`src/rtl/adder_result_accumulator.sv`:
```
// Sums BLOCK_LEN adder results ({C_out,SUM}) into a saturating block total, then holds it for a consumer.
// Latency: a sample is visible in Acc_out one cycle after acceptance. Backpressure: no samples are taken while a result waits.
module adder_result_accumulator #(
  parameter int ACC_W     = 16,
  parameter int BLOCK_LEN = 4
) (
  input  logic             i_clk,
  input  logic             i_rst_n,
  input  logic             i_clear,
  input  logic             i_in_valid,
  input  logic [7:0]       i_sum,
  input  logic             i_c_out,
  output logic             o_in_ready,
  output logic             o_out_valid,
  input  logic             i_out_ready,
  output logic [ACC_W-1:0] o_acc_out,
  output logic             o_acc_ovf,
  output logic [7:0]       o_blk_cnt
);

  typedef enum logic {ACCUM = 1'b0, HOLD = 1'b1} state_t;

  state_t           r_state;
  logic [ACC_W-1:0] r_acc;
  logic             r_ovf;
  logic [7:0]       r_blk_cnt;

  logic [ACC_W-1:0] w_sample;
  logic [ACC_W:0]   w_sum_ext;
  logic             w_carry;
  logic [ACC_W-1:0] w_sum_sat;
  logic             w_accept;
  logic             w_last;

  assign w_sample  = {{(ACC_W-9){1'b0}}, i_c_out, i_sum};
  assign w_sum_ext = {1'b0, r_acc} + {1'b0, w_sample};
  assign w_carry   = w_sum_ext[ACC_W];
  assign w_sum_sat = w_carry ? {ACC_W{1'b1}} : w_sum_ext[ACC_W-1:0];
  assign w_accept  = (r_state == ACCUM) && i_in_valid;
  assign w_last    = (r_blk_cnt == 8'(BLOCK_LEN - 1));

  // Handshake flags come straight from the state register so no input can ripple to them.
  assign o_in_ready  = (r_state == ACCUM);
  assign o_out_valid = (r_state == HOLD);
  assign o_acc_out   = r_acc;
  assign o_acc_ovf   = r_ovf;
  assign o_blk_cnt   = r_blk_cnt;

  always_ff @(posedge i_clk or negedge i_rst_n) begin
    if (!i_rst_n) begin
      r_state   <= ACCUM;
      r_acc     <= '0;
      r_ovf     <= 1'b0;
      r_blk_cnt <= '0;
    end else if (i_clear) begin
      r_state   <= ACCUM;
      r_acc     <= '0;
      r_ovf     <= 1'b0;
      r_blk_cnt <= '0;
    end else begin
      case (r_state)
        ACCUM: begin
          if (w_accept) begin
            r_acc     <= w_sum_sat;
            r_ovf     <= r_ovf | w_carry;
            r_blk_cnt <= r_blk_cnt + 8'd1;
            if (w_last) r_state <= HOLD;
          end
        end
        HOLD: begin
          if (i_out_ready) begin
            r_state   <= ACCUM;
            r_acc     <= '0;
            r_ovf     <= 1'b0;
            r_blk_cnt <= '0;
          end
        end
        default: r_state <= ACCUM;
      endcase
    end
  end

endmodule

```
`config.mk`:
```
export PLATFORM = sky130hd
export DESIGN_NAME = adder_result_accumulator
export DESIGN_NICKNAME = d
export VERILOG_FILES = /design/src/rtl/adder_result_accumulator.sv
export SDC_FILE = /design/constraint.sdc
export NUM_CORES = 1
export LEC_CHECK = 0
export BUFFER_PORTS_ARGS = -buffer_cell sky130_fd_sc_hd__buf_2
export CAP_MARGIN = 10
export CELL_PAD_IN_SITES_DETAIL_PLACEMENT = 1
export CELL_PAD_IN_SITES_GLOBAL_PLACEMENT = 2
export CORE_ASPECT_RATIO = 0.9
export CORE_MARGIN = 5
export CORE_UTILIZATION = 25
export DETAILED_ROUTE_END_ITERATION = 6
export HOLD_SLACK_MARGIN = 0.03
export MAX_ROUTING_LAYER = met4
export PLACE_DENSITY_LB_ADDON = 0.1
export SYNTH_ARGS = -nofsm -noshare
export SYNTH_HDL_FRONTEND = slang
export SYNTH_SLANG_ARGS = --single-unit
```
`constraint.sdc`:
```
create_clock -name i_clk -period 6.2 [get_ports i_clk]
set_clock_uncertainty 0.1 [all_clocks]
set_input_delay 0.31 -clock i_clk [delete_from_list [all_inputs] [get_ports i_clk]]
set_output_delay 0.31 -clock i_clk [all_outputs]
set_load 0.02 [all_outputs]
```
Word-level counts from Yosys, hierarchy flattened
Index checks and enable logic that the tools add are counted.
{"block": "op_classes", "bitwise": 2, "n_eq_ne": 3, "addsub": 2, "reduce_logical": 2, "muxes": 18}
{"cell": "$mux W16", "count": 4}
{"cell": "$pmux W16 S2", "count": 1}
{"cell": "$mux W8", "count": 3}
{"cell": "$add A16 B9 Y17", "count": 1}
{"cell": "$pmux W8 S2", "count": 1}
{"cell": "$add A8 B1 Y8 const B", "count": 1}
{"cell": "$eq A8 B2 Y1 const B", "count": 1}
{"cell": "$mux W1", "count": 7}
{"cell": "$pmux W1 S2", "count": 2}
{"cell": "$ne A3 B2 Y1 const B", "count": 1}
{"cell": "$ne A3 B3 Y1 const B", "count": 1}
{"cell": "$reduce_and A2 Y1", "count": 1}
{"cell": "$logic_and A1 B1 Y1", "count": 1}
{"cell": "$not A1 Y1", "count": 1}
{"cell": "$or A1 B1 Y1", "count": 1}
{"block": "word_totals", "in_bits": 14, "register_bits": 26}

Longest topological paths before layout
Gate-level depths: netlist (run 1).
{"block": "logic_depth", "ltp_word": 5, "ltp_mapped": 9, "depth_no_buf": 8}

Least setup slack after synthesis (run 1)
No wires, ideal clock.
{"block": "synth_path", "path_type": "reg-to-reg", "from": "register r_acc[0] (netlist: o_acc_out[0])", "to": "register r_acc[10] (netlist: o_acc_out[10])", "synth_period_minus_slack_ns": 2.416, "arrival_ns": 2.195, "setup_ns": 0.121, "stages_incl_launch_ff": 10, "path_buffers": 1, "slack_ns": 3.784, "path_cell_list": "dfrtp_1 > ha_1 > fa_1 > a21oi_1 > o2bb2ai_2 > o221a_4 > o211ai_4 > buf_6 > o21ai_2 > a22o_1"}
{"block": "synth_between", "elab_chain_cells": 5}
{"element": "from (decl)", "line": "24", "source": "logic [ACC_W-1:0] r_acc;"}
{"element": "from (signal assigned)", "line": "64", "source": "r_acc <= w_sum_sat;"}
{"element": "$add A16 B9 Y17", "line": "36", "source": "assign w_sum_ext = {1'b0, r_acc} + {1'b0, w_sample};"}
{"element": "$mux W16", "line": "38", "source": "assign w_sum_sat = w_carry ? {ACC_W{1'b1}} : w_sum_ext[ACC_W-1:0];"}
{"element": "$mux W16", "line": "63", "source": "if (w_accept) begin"}
{"element": "$pmux W16 S2", "line": "61", "source": "case (r_state)"}
{"element": "$mux W16", "line": "55", "source": "end else if (i_clear) begin"}
No other way between the ends. The select of a mux whose other input is x is not followed.
A chain may end at the register's enable or synchronous reset.

Worst setup path in the final report (run 1)
{"block": "layout_path", "from": "register r_acc[0] (netlist: o_acc_out[0])", "to": "register r_acc[9] (netlist: o_acc_out[9])"}
Same word-level chain as after synthesis.

==> out/results.tsv, run 1 <==
stage	metric	value	unit
setup_path	worst-r2r-setup-slack	3.56	ns
die	row_count	28	
sta	timing.max_slew.rel_slack	57.3	%
global_route	overflow	0	
setup_path	crit_type	reg2reg	
cts	cts.repair_timing.setup_buffer_count	0	
yosys	synth_area_per_cell	9.72	sq um
cts	cts_max_level	1	
yosys	synth.largest_area_cell	dfrtp_1	
cts	clock_latency	0.28	ns
sta	finalSetupViolCount	0	
pwr	p_per_area	213	nW/um^2
pwr	totalPowerFinal	0.425	mW
cts	cts.reportedPaths.clkPinSlew	0.10	ns
yosys	synth_cells	169	
yosys	synth_edf_count	0	
placed_design	hpwlAfterDp	3.64	mm
yosys	ys_flop_type	dfrtp_1	
die	initial_cell_density_of_the_core	25.3	%
final_layout	area_growth	21.6	%
die	num_io_pins	41	
min_path	timing.hold.worst.start	i_out_ready	
sta	hold-worst-slack	0.137	ns
sta	max_slew.worst_pin.slew	0.640	ns
cts	cts_root_buf	clkbuf_8	
die	die_w	95.5	um
placed_design	finalWeightedCongestion	0.851	
detailed_routing	detailed_route_via_count	1454	
die	core_region_area	6480	sq um
detailed_routing	viasPerCell	4.85	
yosys	ys_seq_elements	26	
setup_path	timing.critical_path.from_type	flop	
flow_run	max_cap_viol_count	0	
global_route	grt_pass1_wl	8.24	mm
cts	post_cts_resize_count	0	
sta	min_period_over_period	42.6	%
yosys	synth.top_cell.area_share	39.6	%
yosys	async_flop_share	100	%
outcome	run_status	complete, no violations	
final_layout	post_route_cells_drive_above_1_share	25.2	%
setup_path	cp_data_arrival_time	2.69	ns
setup_path	critical_path.reg2reg.startpoint	o_acc_out[0]$_DFFE_PN0P_	
final_layout	design.final.nets	236	
setup_path	worst_path_largest_cell_delay	0.42	ns
pwr	peakVddDrop	0.0000842	V
yosys	synthDistinctLibCells	43	
die	die_h	86.9	um
yosys	synth_warnings	0	
global_route	grt_max_degree	27	
sta	timing.fmax	0.379	GHz
detailed_routing	drtPass1Iterations	4	
detailed_routing	final_antenna_net_count	0	
pwr	cell_leakage_power	1.03	nW
placed_design	place.detailed.instances	295	
cts	postCtsHoldBufs	1	
setup_path	crit_start	o_acc_out[0]$_DFFE_PN0P_	
sta	final-max-slew-violation-count	0	
sta	rsz0062_at_grt	no	
final_layout	finish.utilization	30.8	%
detailed_routing	wl_per_cell	16.3	um
cts	clock_sinks	26	
detailed_routing	drt_first_iter_violations	42	
sta	tns	0	ns
min_path	hold_class	in2reg	
yosys	yosys-top-cells-area	dfrtp_1 40%, ha_1 7.6%, a21o_1 4.6%, a21oi_1 4.6%, xor2_1 3.7%	
sta	timing_hold_violations_final	0	
yosys	synth.yosys.seq_area_share	39.6	%
global_route	grt_antenna_before_repair	0	
setup_path	cell_by_cell_trace_of_the_critical_path	ha_1, fa_1, a21oi_1, o2bb2ai_2, o221a_4, o211ai_4, a21boi_0, o2bb2ai_1	
sta	timing.final.crit_period	2.64	ns
cts	clock_tree_from_tritoncts	done	
detailed_routing	drt-total-wl	4.90	mm
final_layout	final-instance-count-excl-fill	300	
cts	cts-buffers-inserted	3	
setup_path	cp_slowest_cell	o211ai_4	
global_route	gr-usage-all-layers	13.1	%
global_route	grt_pass1_vias	1650	
yosys	synth_nets	194	
placed_design	place.port_buffers	40	
setup_path	crit_required	6.25	ns
setup_path	critical_path_peak_fanout	14	
detailed_routing	route.detailed.drc	0	
die	fp.dieArea	8300	sq um
setup_path	end_kind	flop	
yosys	synthesis.area	1640	sq um
cts	clock_tree.buffer_depth	2	
final_layout	antenna_cells	0	
## state kept, by name, summed over array words and instances, names as in the netlist
register / cells
o_acc_ovf: 1
o_blk_cnt: 8
o_acc_out: 16
o_out_valid: 1
## kinds of logic after synthesis
kind of cell    Yosys count  share of synthesized area, %
compound gates           60                          27.1
simple gates             51                          15.6
flops                    26                          39.6
xor+xnor                 11                          5.86
fa+ha+maj                11                          8.83
buf+inv                  10                          2.97
## metal layers
metal | vias up | global-route usage, % | wire length [um]
li1 | 707 | - | -
met1 | 726 | 15.0 | 2190
met2 | 19 | 24.1 | 2540
met3 | 2 | 2.68 | 141
met4 | 0 | 1.94 | 29
met5 | - | - | 0
## worst paths after layout
kind | endpoint | depth (start not counted)
min reg2reg | o_acc_out[4]$_DFFE_PN0P_ | 1
min | o_out_valid$_DFF_PN0_ | 2
max | o_acc_out[9]$_DFFE_PN0P_ | 8
max in group asynchronous | o_acc_out[6]$_DFFE_PN0P_ | 2
min in group asynchronous | o_acc_out[1]$_DFFE_PN0P_ | 2
max reg2reg | o_acc_out[9]$_DFFE_PN0P_ | 8
## layout make-up
type | instances | area, sq um
clock buffer | 4 | 55.1
fill | 782 | 4480
inverter | 5 | 18.8
multi-input combinational | 133 | 943
sequential | 26 | 651
tap | 90 | 113
timing repair buffer | 42 | 218
## power breakdown
part / total (mW) / switching (mW) / internal [mW]
combinational: 0.121 / 0.0722 / 0.0485
sequential: 0.189 / 0.0102 / 0.179
clock: 0.115 / 0.0583 / 0.0569
total: 0.425 / 0.141 / 0.284
## cells in the mapped netlist, types with 2 or more instances
| library cell | n |
|---|---|
| nor3_1 | 2 |
| and3_1 | 2 |
| o21ai_1 | 2 |
| a21o_1 | 10 |
| o2bb2ai_1 | 2 |
| nand4_1 | 6 |
| xnor2_1 | 4 |
| o21ai_2 | 2 |
| a31o_2 | 2 |
| ha_1 | 10 |
| inv_1 | 5 |
| nand2b_1 | 3 |
| a22o_1 | 3 |
| nand2_1 | 9 |
| xor2_1 | 7 |
| nor3b_1 | 3 |
| o21a_1 | 3 |
| nand3_1 | 7 |
| a31oi_1 | 2 |
| a21oi_1 | 15 |
| nor2_1 | 14 |
| o21bai_1 | 2 |
| dfrtp_1 | 26 |
| nor2b_1 | 2 |
| buf_2 | 3 |
| o21ai_0 | 6 |
## cells in the final DEF, fill, tap and decap left out, types with 2 or more instances in the layout
cell | Yosys | final
o21bai_1 | 2 | 2
nand2b_1 | 3 | 3
o2bb2ai_1 | 2 | 2
clkbuf_8 | 0 | 4
nor3b_1 | 3 | 3
a31o_2 | 2 | 2
buf_2 | 3 | 40
o21ai_1 | 2 | 2
inv_1 | 5 | 5
o21a_1 | 3 | 3
o21ai_2 | 2 | 2
nand4_1 | 6 | 6
nor2_1 | 14 | 14
o21ai_0 | 6 | 6
and3_1 | 2 | 2
a21oi_1 | 15 | 15
nand3_1 | 7 | 7
a22o_1 | 3 | 3
xor2_1 | 7 | 7
ha_1 | 10 | 10
nand2_1 | 9 | 9
xnor2_1 | 4 | 4
a31oi_1 | 2 | 2
nor3_1 | 2 | 2
dfrtp_1 | 26 | 26
a21o_1 | 10 | 10
nor2b_1 | 2 | 2
## critical path, delay by kind of cell, from the launching register on
family,cells,cell delay [ns]
AO/OA/AOI/OAI,6,1.38
adder cells (fa/ha/maj),2,0.63
flip-flops,1,0.41
## through the flow
step	setup WS, ns	area [sq um]
2_1_floorplan	3.78	1640
3_3_place_gp	3.56	1930
3_5_place_dp	3.50	1930
4_1_cts	3.52	2000
5_1_grt	3.35	2000
6_report	3.56	2000
No activity file was read; power rests on OpenSTA's default activity.
==> run 2: changes to the inputs <==
clock period = 2.6 ns   (was 6.2 ns; I/O delays follow)
==> run 2 against run 1 <==
Sequential cell count unchanged. Largest cell class unchanged. Setup slack got worse by 3.4 ns. Non-clock buffer count increased by 4. Die area unchanged. Count of clock-buffer cells in the layout unchanged. Sequential power increased by 140%. Total power increased by 140%. Register-to-register slack got worse by 3.4 ns.
==> out/results.tsv, run 2 (same netlist as run 1, synthesis figures left out) <==
stage	metric	value	unit	change
outcome	run_status	complete, no violations		
pwr	pwr-share-comb	28.8	%	+0.4 points
setup_path	timing.critical_path.from_type	flop		
global_route	overflow	0		unchanged
min_path	timing.hold.worst.start	i_clear		
sta	finalSetupViolCount	0		unchanged
detailed_routing	drt-total-wl	4.87	mm	-0.73%
detailed_routing	drt_first_iter_violations	28		-33%
pwr	power_report.internal_total	0.681	mW	+140%
sta	timing_hold_violations_final	0		unchanged
final_layout	antenna_cells	0		unchanged
sta	rsz0062_at_grt	no		
final_layout	area_growth	24.0	%	
detailed_routing	final_antenna_net_count	0		unchanged
cts	clock_tree_from_tritoncts	done		
die	row_count	28		unchanged
setup_path	crit_start	o_acc_out[0]$_DFFE_PN0P_		
placed_design	hpwlAfterDp	3.69	mm	+1.5%
global_route	grt_pass1_wl	8.01	mm	-2.8%
cts	cts_max_level	1		unchanged
sta	timing.max_slew.rel_slack	56.7	%	-0.64 points
final_layout	fin_area	2040	sq um	+1.9%
sta	tns	0	ns	unchanged
sta	timing.final.crit_period	2.45	ns	-0.191 ns
pwr	peakVddDrop	0.000159	V	+89%
setup_path	end_kind	flop		
sta	max_slew.worst_pin.slew	0.650	ns	+0.00958 ns
detailed_routing	viasPerCell	4.99		+3.0%
pwr	p_seq_share	44.2	%	-0.3 points
global_route	grt_pass1_vias	1657		+0.42%
cts	clock_sinks	26		unchanged
pwr	power.net_switching	0.341	mW	+140%
final_layout	largest_register_ffs	16		unchanged
die	num_io_pins	41		unchanged
sta	hold-worst-slack	0.0594	ns	-0.0779 ns
cts	clock_latency	0.28	ns	about the same
die	die_h	86.9	um	unchanged
sta	final-max-slew-violation-count	0		unchanged
detailed_routing	detailed_route_via_count	1517		+4.3%
detailed_routing	wl_per_cell	16.0	um	-2.0%
die	initial_cell_density_of_the_core	25.3	%	unchanged
die	die_w	95.5	um	unchanged
placed_design	place.port_buffers	40		unchanged
global_route	grt_max_degree	27		unchanged
cts	cts.reportedPaths.clkPinSlew	0.10	ns	about the same
pwr	cell_leakage_power	1.05	nW	+2.0%
sta	timing.fmax	0.408	GHz	+7.8%
final_layout	design.final.nets	240		+1.7%
cts	clock_tree.buffer_depth	2		unchanged
min_path	hold_class	in2reg		
cts	cts_root_buf	clkbuf_8		
setup_path	crit_required	2.67	ns	-3.58 ns
detailed_routing	route.detailed.drc	0		unchanged
die	core_region_area	6480	sq um	unchanged
pwr	p_per_area	501	nW/um^2	+140%
setup_path	critical_path_peak_fanout	7		-7
global_route	gr-usage-all-layers	12.6	%	-0.51 points
final_layout	layout_commonest_cell	buf_2		
global_route	grt_antenna_before_repair	0		unchanged
final_layout	most-common-layout-cells	40 x buf_2, 26 x dfrtp_1, 14 x a21oi_1, 14 x nor2_1		
final_layout	post_route_cells_drive_above_1_share	26.2	%	+0.93 points
pwr	sw_frac_of_total	33.3	%	+0.25 points
setup_path	crit_type	reg2reg		
die	fp.dieArea	8300	sq um	unchanged
setup_path	cp_data_arrival_time	2.52	ns	-0.17 ns
placed_design	detailed_place.area	1950	sq um	+0.78%
flow_run	max_cap_viol_count	0		unchanged
sta	min_period_over_period	94.2	%	+52 points
cts	cts-buffers-inserted	3		unchanged
setup_path	critical_path.reg2reg.startpoint	o_acc_out[0]$_DFFE_PN0P_		
pwr	clock_power_share	27.0	%	about the same
final_layout	fillerInstances	764		-2.3%
detailed_routing	drtPass1Iterations	4		unchanged
placed_design	finalWeightedCongestion	0.819		-3.8%
## run 2: cell types whose count changed in the layout (fill, tap and decap cells not counted), sizes merged
cell         before  now
dlygate4sd3       1    3
buf              41   43
## run 2: path summary, 6_finish.rpt
path | end | slack (ns) | cells past startpoint
worst max-delay path | o_acc_out[5]$_DFFE_PN0P_ | 0.15 | 9
worst min register to register | o_acc_out[4]$_DFFE_PN0P_ | 0.42 | 1
min in group asynchronous | o_acc_out[1]$_DFFE_PN0P_ | 0.30 | 2
worst min-delay path | o_acc_ovf$_DFFE_PN0P_ | 0.06 | 3
max in group asynchronous | o_blk_cnt[2]$_DFFE_PN0P_ | 1.68 | 2
worst max register to register | o_acc_out[5]$_DFFE_PN0P_ | 0.15 | 9
## run 2: repair_timing
item	CTS	global route
resized for setup	0	1
hold buffers	3	0
setup endpoints to repair	0	7
buffers inserted	0	0
hold endpoints to repair	27	0
## run 2: final cells by class
| type | instances | area [sq um] | area share, % |
|---|---|---|---|
| multi-input combinational | 133 | 947 | 46.5 |
| sequential | 26 | 651 | 31.9 |
| timing repair buffer | 46 | 253 | 12.4 |
| tap | 90 | 113 | 5.53 |
| clock buffer | 4 | 55.1 | 2.70 |
| inverter | 5 | 18.8 | 0.921 |
## run 2: metrics by stage
step	utilization, %	cells	power, mW	setup WS [ns]
floorplan	-	169	0.658	0.184
CTS	31.4	304	1.04	0.0836
detailed placement	30.1	297	0.753	0.110
global placement	30.1	297	0.749	0.167
finish	31.4	304	1.02	0.150
global route	31.4	304	1.08	0.0329
## run 2: layer usage
layer | share of wire, % | wire length [um] | vias up | track usage, %
li1 | - | - | 714 | -
met1 | 46 | 2250 | 775 | 15.1
met2 | 50 | 2430 | 24 | 21.6
met3 | 2.9 | 143 | 4 | 2.77
met4 | 0.92 | 45 | 0 | 3.23
met5 | 0 | 0 | - | -
## run 2: critical path: stages (launching register included)
cell and delay (ns):
dfrtp_1 0.41, ha_1 0.22, fa_1 0.42, a21oi_2 0.20, o2bb2ai_2 0.10, o221a_4 0.28
o211ai_4 0.16, buf_4 0.18, a21oi_1 0.07, a21o_1 0.18
## run 2: power groups by stage
stage | sequential [mW] | combinational (mW) | clock, mW
3_3_place_gp | 0.459 | 0.290 | 0
2_1_floorplan | 0.483 | 0.174 | 0
6_report | 0.451 | 0.294 | 0.276
3_5_place_dp | 0.460 | 0.292 | 0
4_1_cts | 0.452 | 0.297 | 0.287
5_1_grt | 0.457 | 0.323 | 0.300
